## src/rtl/vec_math_pkg.sv

```systemverilog
// Shared constants and helpers for the fifo_math vector arithmetic stages.
// sat_clamp works on a 65-bit sign-extended value so one function serves every element width.
package vec_math_pkg;

  localparam logic OP_SUB = 1'b0;
  localparam logic OP_ADD = 1'b1;

  localparam int MAX_WIDTH = 64;

  typedef struct packed {
    logic                 ovf;
    logic [MAX_WIDTH-1:0] value;
  } clamp_t;

  // ext_value holds a (width+1)-bit result sign-extended to MAX_WIDTH+1 bits.
  function automatic clamp_t sat_clamp(input logic [MAX_WIDTH:0] ext_value,
                                       input logic [6:0]         width);
    clamp_t               r;
    logic [MAX_WIDTH-1:0] max_pos;
    max_pos = (MAX_WIDTH'(1) << (width - 7'd1)) - MAX_WIDTH'(1);
    r.ovf   = ext_value[width] != ext_value[width - 7'd1];
    if (!r.ovf)
      r.value = ext_value[MAX_WIDTH-1:0];
    else if (ext_value[width])
      r.value = ~max_pos;
    else
      r.value = max_pos;
    return r;
  endfunction

endpackage

```

## src/rtl/vec_addsub_if.sv

```systemverilog
// Operand/result bus of vec_addsub: FWFT upstream FIFO pop port and FWFT output FIFO read port.
// Handshake: x/y/op are valid while !in_empty and are taken on the edge where in_rd_en is high;
// out/out_ovf are valid while !out_empty and the head is consumed on the edge where out_rd_en is high.
interface vec_addsub_if #(
  parameter int WIDTH      = 32,
  parameter int LANES      = 3,
  parameter int FIFO_DEPTH = 16
);
  localparam int CW = $clog2(FIFO_DEPTH) + 1;

  logic [LANES-1:0][WIDTH-1:0] x;
  logic [LANES-1:0][WIDTH-1:0] y;
  logic                        op;
  logic                        in_empty;
  logic                        in_rd_en;
  logic [LANES-1:0][WIDTH-1:0] out;
  logic [LANES-1:0]            out_ovf;
  logic                        out_empty;
  logic                        out_rd_en;
  logic [CW-1:0]               out_count;

  modport master (
    output x, y, op, in_empty, out_rd_en,
    input  in_rd_en, out, out_ovf, out_empty, out_count
  );

  modport slave (
    input  x, y, op, in_empty, out_rd_en,
    output in_rd_en, out, out_ovf, out_empty, out_count
  );
endinterface

```

## src/rtl/fifo_array.sv

```systemverilog
// First-word-fall-through FIFO whose entries are arrays of ARRAY_SIZE words.
// The head reads as zero while empty so downstream never sees stale storage.
module fifo_array #(
  parameter int FIFO_DATA_WIDTH  = 32,
  parameter int FIFO_BUFFER_SIZE = 16,
  parameter int ARRAY_SIZE       = 4
) (
  input  logic                                       clock,
  input  logic                                       reset,
  input  logic                                       wr_en,
  input  logic [ARRAY_SIZE-1:0][FIFO_DATA_WIDTH-1:0] wr_data,
  input  logic                                       rd_en,
  output logic [ARRAY_SIZE-1:0][FIFO_DATA_WIDTH-1:0] rd_data,
  output logic                                       empty
);
   localparam int AW = $clog2(FIFO_BUFFER_SIZE);
   localparam int PW = AW + 1;

   logic [ARRAY_SIZE-1:0][FIFO_DATA_WIDTH-1:0] mem [FIFO_BUFFER_SIZE];
   logic [PW-1:0] wr_ptr;
   logic [PW-1:0] rd_ptr;
   logic          full;

   // Extra pointer bit tells full from empty when the indices match.
   assign empty = wr_ptr == rd_ptr;
   assign full  = (wr_ptr[AW] != rd_ptr[AW]) && (wr_ptr[AW-1:0] == rd_ptr[AW-1:0]);

   always_ff @(posedge clock or posedge reset) begin
      if (reset) begin
         wr_ptr <= '0;
         rd_ptr <= '0;
      end else begin
         if (wr_en && !full)
            wr_ptr <= wr_ptr + PW'(1);
         if (rd_en && !empty)
            rd_ptr <= rd_ptr + PW'(1);
      end
   end

   always_ff @(posedge clock) begin
      if (wr_en && !full)
         mem[wr_ptr[AW-1:0]] <= wr_data;
   end

   assign rd_data = empty ? '0 : mem[rd_ptr[AW-1:0]];

endmodule

```

## src/rtl/vec_addsub.sv

```systemverilog
// Two-stage vector add/subtract with wrap or saturate, feeding an internal FWFT output FIFO.
// Pops are credit-limited so every vector in flight is guaranteed a FIFO slot.
module vec_addsub
  import vec_math_pkg::*;
#(
  parameter int WIDTH      = 32,
  parameter int LANES      = 3,
  parameter int FIFO_DEPTH = 16,
  parameter bit SATURATE   = 1'b0
) (
  input  logic        clock,
  input  logic        reset,
  vec_addsub_if.slave bus
);
   localparam int CW    = $clog2(FIFO_DEPTH) + 1;
   localparam int SW    = CW + 1;
   localparam int EXT_W = MAX_WIDTH + 1;

   typedef logic [LANES-1:0][WIDTH-1:0] vec_t;

   if (LANES > WIDTH) begin : g_chk_lanes
      $error("vec_addsub: LANES must not exceed WIDTH (ovf mask rides in one element slot)");
   end
   if (WIDTH > MAX_WIDTH || WIDTH < 2) begin : g_chk_width
      $error("vec_addsub: WIDTH out of supported range");
   end
   if (FIFO_DEPTH < 4 || (FIFO_DEPTH & (FIFO_DEPTH - 1)) != 0) begin : g_chk_depth
      $error("vec_addsub: FIFO_DEPTH must be a power of two >= 4");
   end

   vec_t             s1_x, s1_y, s2_res, res_d;
   logic             s1_op, s1_valid, s2_valid;
   logic [LANES-1:0] s2_ovf, ovf_d;
   logic [CW-1:0]    occupancy;
   logic [SW-1:0]    in_flight;
   logic             pop, rd_fire, fifo_empty;
   clamp_t           lane_clamp [LANES];
   logic             unused_clamp_hi;
   logic             unused_ovf_pad;
   logic [LANES:0][WIDTH-1:0] wr_data, rd_data;

   // Credit covers stored vectors plus both pipeline stages.
   assign in_flight = {1'b0, occupancy} + SW'(s1_valid) + SW'(s2_valid);
   assign pop       = !reset && !bus.in_empty && (in_flight < SW'(FIFO_DEPTH));
   assign rd_fire   = bus.out_rd_en && !fifo_empty;

   always_comb begin
      logic [WIDTH:0] ext_x, ext_y, sum;
      res_d           = '0;
      ovf_d           = '0;
      unused_clamp_hi = 1'b0;
      for (int i = 0; i < LANES; i++) begin
         ext_x         = {s1_x[i][WIDTH-1], s1_x[i]};
         ext_y         = {s1_y[i][WIDTH-1], s1_y[i]};
         sum           = (s1_op == OP_ADD) ? (ext_x + ext_y) : (ext_x - ext_y);
         lane_clamp[i] = sat_clamp(EXT_W'($signed(sum)), 7'(WIDTH));
         ovf_d[i]      = lane_clamp[i].ovf;
         res_d[i]      = SATURATE ? lane_clamp[i].value[WIDTH-1:0] : sum[WIDTH-1:0];
         unused_clamp_hi = unused_clamp_hi ^ (^lane_clamp[i].value);
      end
   end

   always_ff @(posedge clock or posedge reset) begin
      if (reset) begin
         s1_valid <= 1'b0;
         s1_x     <= '0;
         s1_y     <= '0;
         s1_op    <= 1'b0;
         s2_valid <= 1'b0;
         s2_res   <= '0;
         s2_ovf   <= '0;
      end else begin
         s1_valid <= pop;
         if (pop) begin
            s1_x  <= bus.x;
            s1_y  <= bus.y;
            s1_op <= bus.op;
         end
         s2_valid <= s1_valid;
         if (s1_valid) begin
            s2_res <= res_d;
            s2_ovf <= ovf_d;
         end
      end
   end

   always_ff @(posedge clock or posedge reset) begin
      if (reset)
         occupancy <= '0;
      else begin
         case ({s2_valid, rd_fire})
            2'b10:   occupancy <= occupancy + CW'(1);
            2'b01:   occupancy <= occupancy - CW'(1);
            default: occupancy <= occupancy;
         endcase
      end
   end

   // Top slot carries the overflow mask, zero-extended to one element.
   always_comb begin
      wr_data             = '0;
      wr_data[LANES-1:0]  = s2_res;
      wr_data[LANES]      = WIDTH'(s2_ovf);
   end

   fifo_array #(
      .FIFO_DATA_WIDTH  (WIDTH),
      .FIFO_BUFFER_SIZE (FIFO_DEPTH),
      .ARRAY_SIZE       (LANES + 1)
   ) u_fifo (
      .clock   (clock),
      .reset   (reset),
      .wr_en   (s2_valid),
      .wr_data (wr_data),
      .rd_en   (bus.out_rd_en),
      .rd_data (rd_data),
      .empty   (fifo_empty)
   );

   assign unused_ovf_pad = ^rd_data[LANES];

   assign bus.in_rd_en  = pop;
   assign bus.out       = rd_data[LANES-1:0];
   assign bus.out_ovf   = rd_data[LANES][LANES-1:0];
   assign bus.out_empty = fifo_empty;
   assign bus.out_count = occupancy;

endmodule

```

## src/flat_wrapper.sv

```systemverilog
// flat-port wrapper written by rule: the top's interface ports become plain ports
module vec_addsub_flat import vec_math_pkg::*;
#(
  parameter int WIDTH      = 32,
  parameter int LANES      = 3,
  parameter int FIFO_DEPTH = 16,
  parameter bit SATURATE   = 1'b0
)
  (clock, reset, bus_x, bus_y, bus_op, bus_in_empty, bus_out_rd_en, bus_in_rd_en, bus_out, bus_out_ovf, bus_out_empty, bus_out_count);
  vec_addsub_if #(.WIDTH(WIDTH), .LANES(LANES), .FIFO_DEPTH(FIFO_DEPTH)) bus_i ();
  input  logic clock;
  input  logic reset;
  input wire logic [$bits(bus_i.x)-1:0] bus_x;
  input wire logic [$bits(bus_i.y)-1:0] bus_y;
  input wire logic [$bits(bus_i.op)-1:0] bus_op;
  input wire logic [$bits(bus_i.in_empty)-1:0] bus_in_empty;
  input wire logic [$bits(bus_i.out_rd_en)-1:0] bus_out_rd_en;
  output wire logic [$bits(bus_i.in_rd_en)-1:0] bus_in_rd_en;
  output wire logic [$bits(bus_i.out)-1:0] bus_out;
  output wire logic [$bits(bus_i.out_ovf)-1:0] bus_out_ovf;
  output wire logic [$bits(bus_i.out_empty)-1:0] bus_out_empty;
  output wire logic [$bits(bus_i.out_count)-1:0] bus_out_count;
  assign bus_i.x = bus_x;
  assign bus_i.y = bus_y;
  assign bus_i.op = bus_op;
  assign bus_i.in_empty = bus_in_empty;
  assign bus_i.out_rd_en = bus_out_rd_en;
  assign bus_in_rd_en = bus_i.in_rd_en;
  assign bus_out = bus_i.out;
  assign bus_out_ovf = bus_i.out_ovf;
  assign bus_out_empty = bus_i.out_empty;
  assign bus_out_count = bus_i.out_count;
  vec_addsub #(.WIDTH(WIDTH), .LANES(LANES), .FIFO_DEPTH(FIFO_DEPTH), .SATURATE(SATURATE)) u_core (.clock(clock), .reset(reset), .bus(bus_i));
endmodule
```

## config.mk

```make
export PLATFORM = sky130hd
export DESIGN_NAME = vec_addsub_flat
export DESIGN_NICKNAME = d
export VERILOG_FILES = /design/src/rtl/vec_math_pkg.sv /design/src/rtl/vec_addsub_if.sv /design/src/rtl/fifo_array.sv /design/src/rtl/vec_addsub.sv /design/src/flat_wrapper.sv
export SDC_FILE = /design/constraint.sdc
export NUM_CORES = 2
export LEC_CHECK = 0
export CAP_MARGIN = 15
export CORE_ASPECT_RATIO = 1.25
export CORE_MARGIN = 3
export CORE_UTILIZATION = 30
export CTS_CLUSTER_DIAMETER = 150
export DETAILED_ROUTE_END_ITERATION = 8
export GPL_ROUTABILITY_DRIVEN = 0
export GPL_TIMING_DRIVEN = 0
export SYNTH_ARGS = -nofsm -noshare
export SYNTH_HDL_FRONTEND = slang
export SYNTH_SLANG_ARGS = --single-unit
```

## constraint.sdc

```tcl
create_clock -name clock -period 12.6 [get_ports clock]
set_input_delay 2.52 -clock clock [delete_from_list [all_inputs] [get_ports clock]]
set_output_delay 2.52 -clock clock [all_outputs]
set_load 0.02 [all_outputs]
```

* Word-level counts from Yosys, hierarchy flattened *
Memories as Yosys holds them, arrays and structs flattened.
Cells that the tools add are included.

cells by class
  add/subtract/negate cells = 12
  equal/unequal tests = 8
  reduce and logical (&&, ||, !) cells = 10
  $lt $le $gt $ge = 1
  muxes and demuxes = 7

operators by type and width
  kind                                                                  count
  32-bit by 32-bit adder with 33-bit output                             3
  33-bit 2-to-1 mux                                                     3
  99-bit 2-to-1 mux                                                     1
  32-bit by 32-bit subtractor with 33-bit output                        3
  5-bit by 1-bit adder with 5-bit output, second input constant         3
  5-bit case mux with 2 select lines                                    1
  5-bit by 1-bit adder with 6-bit output                                1
  6-bit by 1-bit adder with 6-bit output                                1
  6-bit by 5-bit < comparator with 1-bit output, second input constant  1
  5-bit == test                                                         1
  1-bit logical AND                                                     5
  5-bit by 1-bit subtractor with 5-bit output, second input constant    1
  4-bit == test                                                         1
  1-bit logical NOT                                                     4
  1-bit inequality test                                                 4
  2-bit by 1-bit == test with 1-bit output, second input constant       1
  2-bit == test, second input constant                                  1
  1-bit 2-to-1 mux                                                      2
  2-bit nonzero test                                                    1

word-level totals
  bits in writable memories = 1584
  output and inout port bits = 106
  logic and storage cells = 55
  memories = 1
  input port bits = 197
  flip-flop bits (word level) = 309

memories
  memory             words  width  rd ports  clocked after Yosys merged registers in  wr ports  line              RTL
  u_core.u_fifo.mem  16     99     1         0                                        1         fifo_array.sv:19  logic [ARRAY_SIZE-1:0][FIFO_DATA_WIDTH-1:0] mem [FIFO_BUFFER_SIZE];

* Logic depth before layout (Yosys ltp) *
  depth after elaboration = 6
  depth in mapped cells = 19

* By module *
From an unflattened synthesis, not the netlist that was laid out.

unflattened totals
  cell total of the unflattened synthesis = 5245
  area, all modules = 95432.8 µm²

by module, submodules not included
  module      area an instance (µm²)  times used  cells each  seq. area each (µm²)
  fifo_array  77356.7                 1           3201        61749.2
  vec_addsub  18076.1                 1           2044        7482.2

* Worst setup path after synthesis *
OpenSTA, ideal clock, no wires.

  path kind = reg-to-reg
  start = register u_core.u_fifo.wr_ptr[2]
  end = memory u_core.u_fifo.mem[3][0] (netlist name), enable pin
  path slack = 3788 ps
  cell stages (with the launch flop) = 7
  arrival time = 8134 ps
  setup time = 678 ps
  path through = dfrtp_1 clkbuf_1 xor2_1 nor4_1 a21oi_1 nand2_1 nor3_1

on the way
  word-level cells in the longest chain between the ends = 6

RTL lines
  item                                    line              RTL
  from (decl)                             fifo_array.sv:20  logic [PW-1:0] wr_ptr;
  from (signal assigned)                  fifo_array.sv:34  wr_ptr <= wr_ptr + PW'(1);
  4-bit == test                           fifo_array.sv:26  assign full = (wr_ptr[AW] != rd_ptr[AW]) && (wr_ptr[AW-1:0] == rd_ptr[AW-1:0]);
  1-bit logical AND                       fifo_array.sv:26
  1-bit logical NOT                       fifo_array.sv:41  if (wr_en && !full)
  1-bit logical AND                       fifo_array.sv:41
  1-bit 2-to-1 mux                        fifo_array.sv:41
  1-bit 2-to-1 mux (not written as such)  fifo_array.sv:42  mem[wr_ptr[AW-1:0]] <= wr_data;
  to (decl)                               fifo_array.sv:19

Parallel ways exist; a longest one is shown, timed or not.

* Worst setup path after layout *
  start = input reset
  end = output bus_in_rd_en

on the way
  word-level cells in the longest chain between the ends = 3

RTL lines
  item                             line                RTL
  from (decl)                      flat_wrapper.sv:12  input logic reset;
  1-bit logical NOT                vec_addsub.sv:44    assign pop = !reset && !bus.in_empty && (in_flight < SW'(FIFO_DEPTH));
  1-bit logical AND (2 in series)  vec_addsub.sv:44
  to (decl)                        flat_wrapper.sv:18  output wire logic [$bits(bus_i.in_rd_en)-1:0] bus_in_rd_en;

No other way between the ends.

==> impl_metrics.env <==
export IMPL_drcViolationCount=0
export IMPL_finalWorstPathRequiredPeriod_ns=9.10
export IMPL_synth_edff_count=1584
export IMPL_timing_slew_headroom=0.207
export IMPL_layoutNonFillerInstCount=8782
export IMPL_power_density_cell_area_nw_per_um2=283
export IMPL_worstSkewPairLatency_ns=0.87
export IMPL_setup_tns_final_ns=0
export IMPL_synth_flop_cell="sky130_fd_sc_hd__edfxtp_1"
export IMPL_run_status="finished, final reports clean"
export IMPL_synth_cell_area_um2=78600
export IMPL_global_router_s_overall_resource_usage=0.183
export IMPL_start_util=0.302
export IMPL_detailed_placement_wirelength_estimate_um=177000
export IMPL_drtPass1Iterations=7
export IMPL_rows=209
export IMPL_max_freq_mhz=110
export IMPL_cp_start_kind="input pin"
export IMPL_tritoncts="done"
export IMPL_die_width_um=464
export IMPL_postLayoutCellArea_um2=95700
export IMPL_ant_nets=0
export IMPL_worst_slew_pin_slew_ns=1.19
export IMPL_cts_resized=0
export IMPL_worst_hold_slack_ns=0.493
export IMPL_grt_pass1_vias=45600
export IMPL_postSynthCellCount=4452
export IMPL_wire_per_inst_um=28.5
export IMPL_cts_sink_count=1893
export IMPL_filler_cell_count=24000
export IMPL_synth_yosys_seq_area_share=0.704
export IMPL_placement_io_buffers=302
export IMPL_drive_above_1_share=0.210
export IMPL_cellLeakagePower_uw=0.0328
export IMPL_grt_max_degree=98
export IMPL_place_inst=8411
export IMPL_vias_per_cell=5.11
export IMPL_period_share=0.722
export IMPL_die_area_um2=268000
export IMPL_drt_first_iter_violations=4820
export IMPL_post_cts_buffers=0
export IMPL_synth_distinct_cells=77
export IMPL_setup_viol_count_final=0
export IMPL_antenna_found_initial=23
export IMPL_ir_drop_mv=0.138
export IMPL_design_portCount=303
export IMPL_synth_warnings=0
export IMPL_grt_pass1_wl_um=350000
export IMPL_drt_wl_total_um=250000
export IMPL_layout_common_cells="sky130_fd_sc_hd__edfxtp_1, sky130_fd_sc_hd__nand2_1, sky130_fd_sc_hd__mux4_2"
export IMPL_number_of_buffers_created_by_cts=188
export IMPL_route_vias_total=44800
export IMPL_cts_hold_repair_buffers=0
export IMPL_timing_critical_path_arrival_ns=6.58
export IMPL_drv_slew=0
export IMPL_root_buffer="sky130_fd_sc_hd__clkbuf_16"
export IMPL_hold_path_class="reg2reg"
export IMPL_post_dp_cell_area_um2=89200
export IMPL_most_frequent_standard_cell_in_the_layout_excluding_fill_and_tap_cells="sky130_fd_sc_hd__edfxtp_1"
export IMPL_finish_net_count=5447
export IMPL_timing_hold_violations_final=0
export IMPL_core_region_area_um2=260000
export IMPL_path_clk_slew_ns=0.06
export IMPL_number_of_max_capacitance_violations_reported=0
export IMPL_layout_area_overhead_vs_synth_pct=21.8
export IMPL_rsz_0062_raised_after_global_routing="no"
export IMPL_skew_ns=0.0654
export IMPL_async_flop_share=0.163
export IMPL_fp_dieH_um=578
export IMPL_synthesis_nets=4762
export IMPL_critical_path_required_ns=10.08
export IMPL_grt_ovfl_total=0
export IMPL_critical_path_peak_fanout=11
export IMPL_category_of_the_most_critical_setup_path="in2out"
export IMPL_syn_mean_instance_area_um2=17.6
export IMPL_h_tree_depth=4
export IMPL_cts_path_max_buffers=4
export IMPL_yosys_register_bits=1893
export IMPL_critPathCaptureType="output pin"
[per-layer routing]
metal	up-vias	global-route usage	share of wire
met5	-	0	0.00020
met4	8	0.0850	0.050
met3	404	0.0318	0.067
met2	1864	0.303	0.49
met1	23800	0.235	0.40
li1	18800	-	-
[registers in the layout, summed over array words and instances (netlist names)]
signal / count
u_core.s2_res: 96
u_core.u_fifo.wr_ptr: 5
u_core.bus.out_count: 5
u_core.s2_valid: 1
u_core.s1_valid: 1
u_core.s1_op: 1
u_core.u_fifo.mem: 1584
u_core.s2_ovf: 3
u_core.s1_x: 96
u_core.s1_y: 96
u_core.u_fifo.rd_ptr: 5
[cell usage after synthesis (42+ instances only)]
cell / number / share of area
sky130_fd_sc_hd__a21o_1: 45 / 0.0043
sky130_fd_sc_hd__a21oi_1: 140 / 0.0089
sky130_fd_sc_hd__buf_1: 42 / 0.0020
sky130_fd_sc_hd__clkbuf_1: 161 / 0.0077
sky130_fd_sc_hd__dfrtp_1: 309 / 0.098
sky130_fd_sc_hd__edfxtp_1: 1584 / 0.61
sky130_fd_sc_hd__ha_1: 109 / 0.017
sky130_fd_sc_hd__inv_1: 48 / 0.0023
sky130_fd_sc_hd__mux2_2: 80 / 0.011
sky130_fd_sc_hd__mux4_2: 495 / 0.14
sky130_fd_sc_hd__nand2_1: 618 / 0.030
sky130_fd_sc_hd__nor2_1: 127 / 0.0061
sky130_fd_sc_hd__nor2b_1: 110 / 0.0088
sky130_fd_sc_hd__o21ai_0: 86 / 0.0055
sky130_fd_sc_hd__xnor2_1: 89 / 0.0099
sky130_fd_sc_hd__xor2_1: 100 / 0.011
[path summary, 6_finish.rpt]
| kind | start | to | slack [ns] | cells after the start |
|---|---|---|---|---|
| min in group asynchronous | reset | u_core.bus.out_count[4] | 2.14 | 2 |
| max | reset | bus_in_rd_en | 3.50 | 9 |
| max reg2reg | u_core.s1_op | u_core.s2_res[30] | 5.88 | 15 |
| min | u_core.s1_x[7] | u_core.s1_x[7] | 0.49 | 2 |
| min reg2reg | u_core.s1_x[7] | u_core.s1_x[7] | 0.49 | 2 |
| max in group asynchronous | reset | u_core.s2_res[74] | 8.86 | 4 |
[layout make-up]
type	instances	area, um^2	share of cell area
antenna	12	30.0	0.000314
buffer	210	820	0.00857
clock buffer	265	5260	0.0549
clock inverter	77	940	0.00982
inverter	49	191	0.00200
multi-input combinational	2300	22400	0.234
sequential	1893	55300	0.578
tap	3481	4360	0.0455
timing repair buffer	495	6380	0.0667
[worst max-delay path: stages]
cell and delay [ns]:
sky130_fd_sc_hd__clkdlybuf4s50_1 0.51, sky130_fd_sc_hd__nor3_1 0.74, sky130_fd_sc_hd__o21ai_4 0.31, sky130_fd_sc_hd__buf_16 0.27
sky130_fd_sc_hd__inv_1 0.08, sky130_fd_sc_hd__clkbuf_2 0.42, sky130_fd_sc_hd__buf_16 0.23, sky130_fd_sc_hd__clkbuf_1 0.71
sky130_fd_sc_hd__clkdlybuf4s50_1 0.76
[power breakdown]
group	switching [uW]	internal, uW
Sequential	1160	8260
Clock	2410	3310
Combinational	6900	5080
Total	10500	16600
[cell families (layout without fill, tap and decap cells)]
family / after synthesis / count (layout) / share of synthesized area
mux: 578 / 578 / 0.154
other cells: 0 / 12 / 0
flops: 1893 / 1893 / 0.704
compound gates: 402 / 402 / 0.0318
buf+inv: 259 / 1096 / 0.0125
simple gates: 1016 / 1016 / 0.0580
fa+ha+maj: 113 / 113 / 0.0184
xor+xnor: 191 / 191 / 0.0216
[stage by stage]
step | power, uW | worst slack (ns) | util
global route | 28500 | 3.31 | 0.368
global placement | 21100 | -6.69 | 0.331
finish | 27100 | 3.50 | 0.368
detailed placement | 21500 | 3.33 | 0.343
floorplan | 16400 | 1.54 | -
CTS | 27300 | 3.33 | 0.367
(Power assumes the default switching activity.)
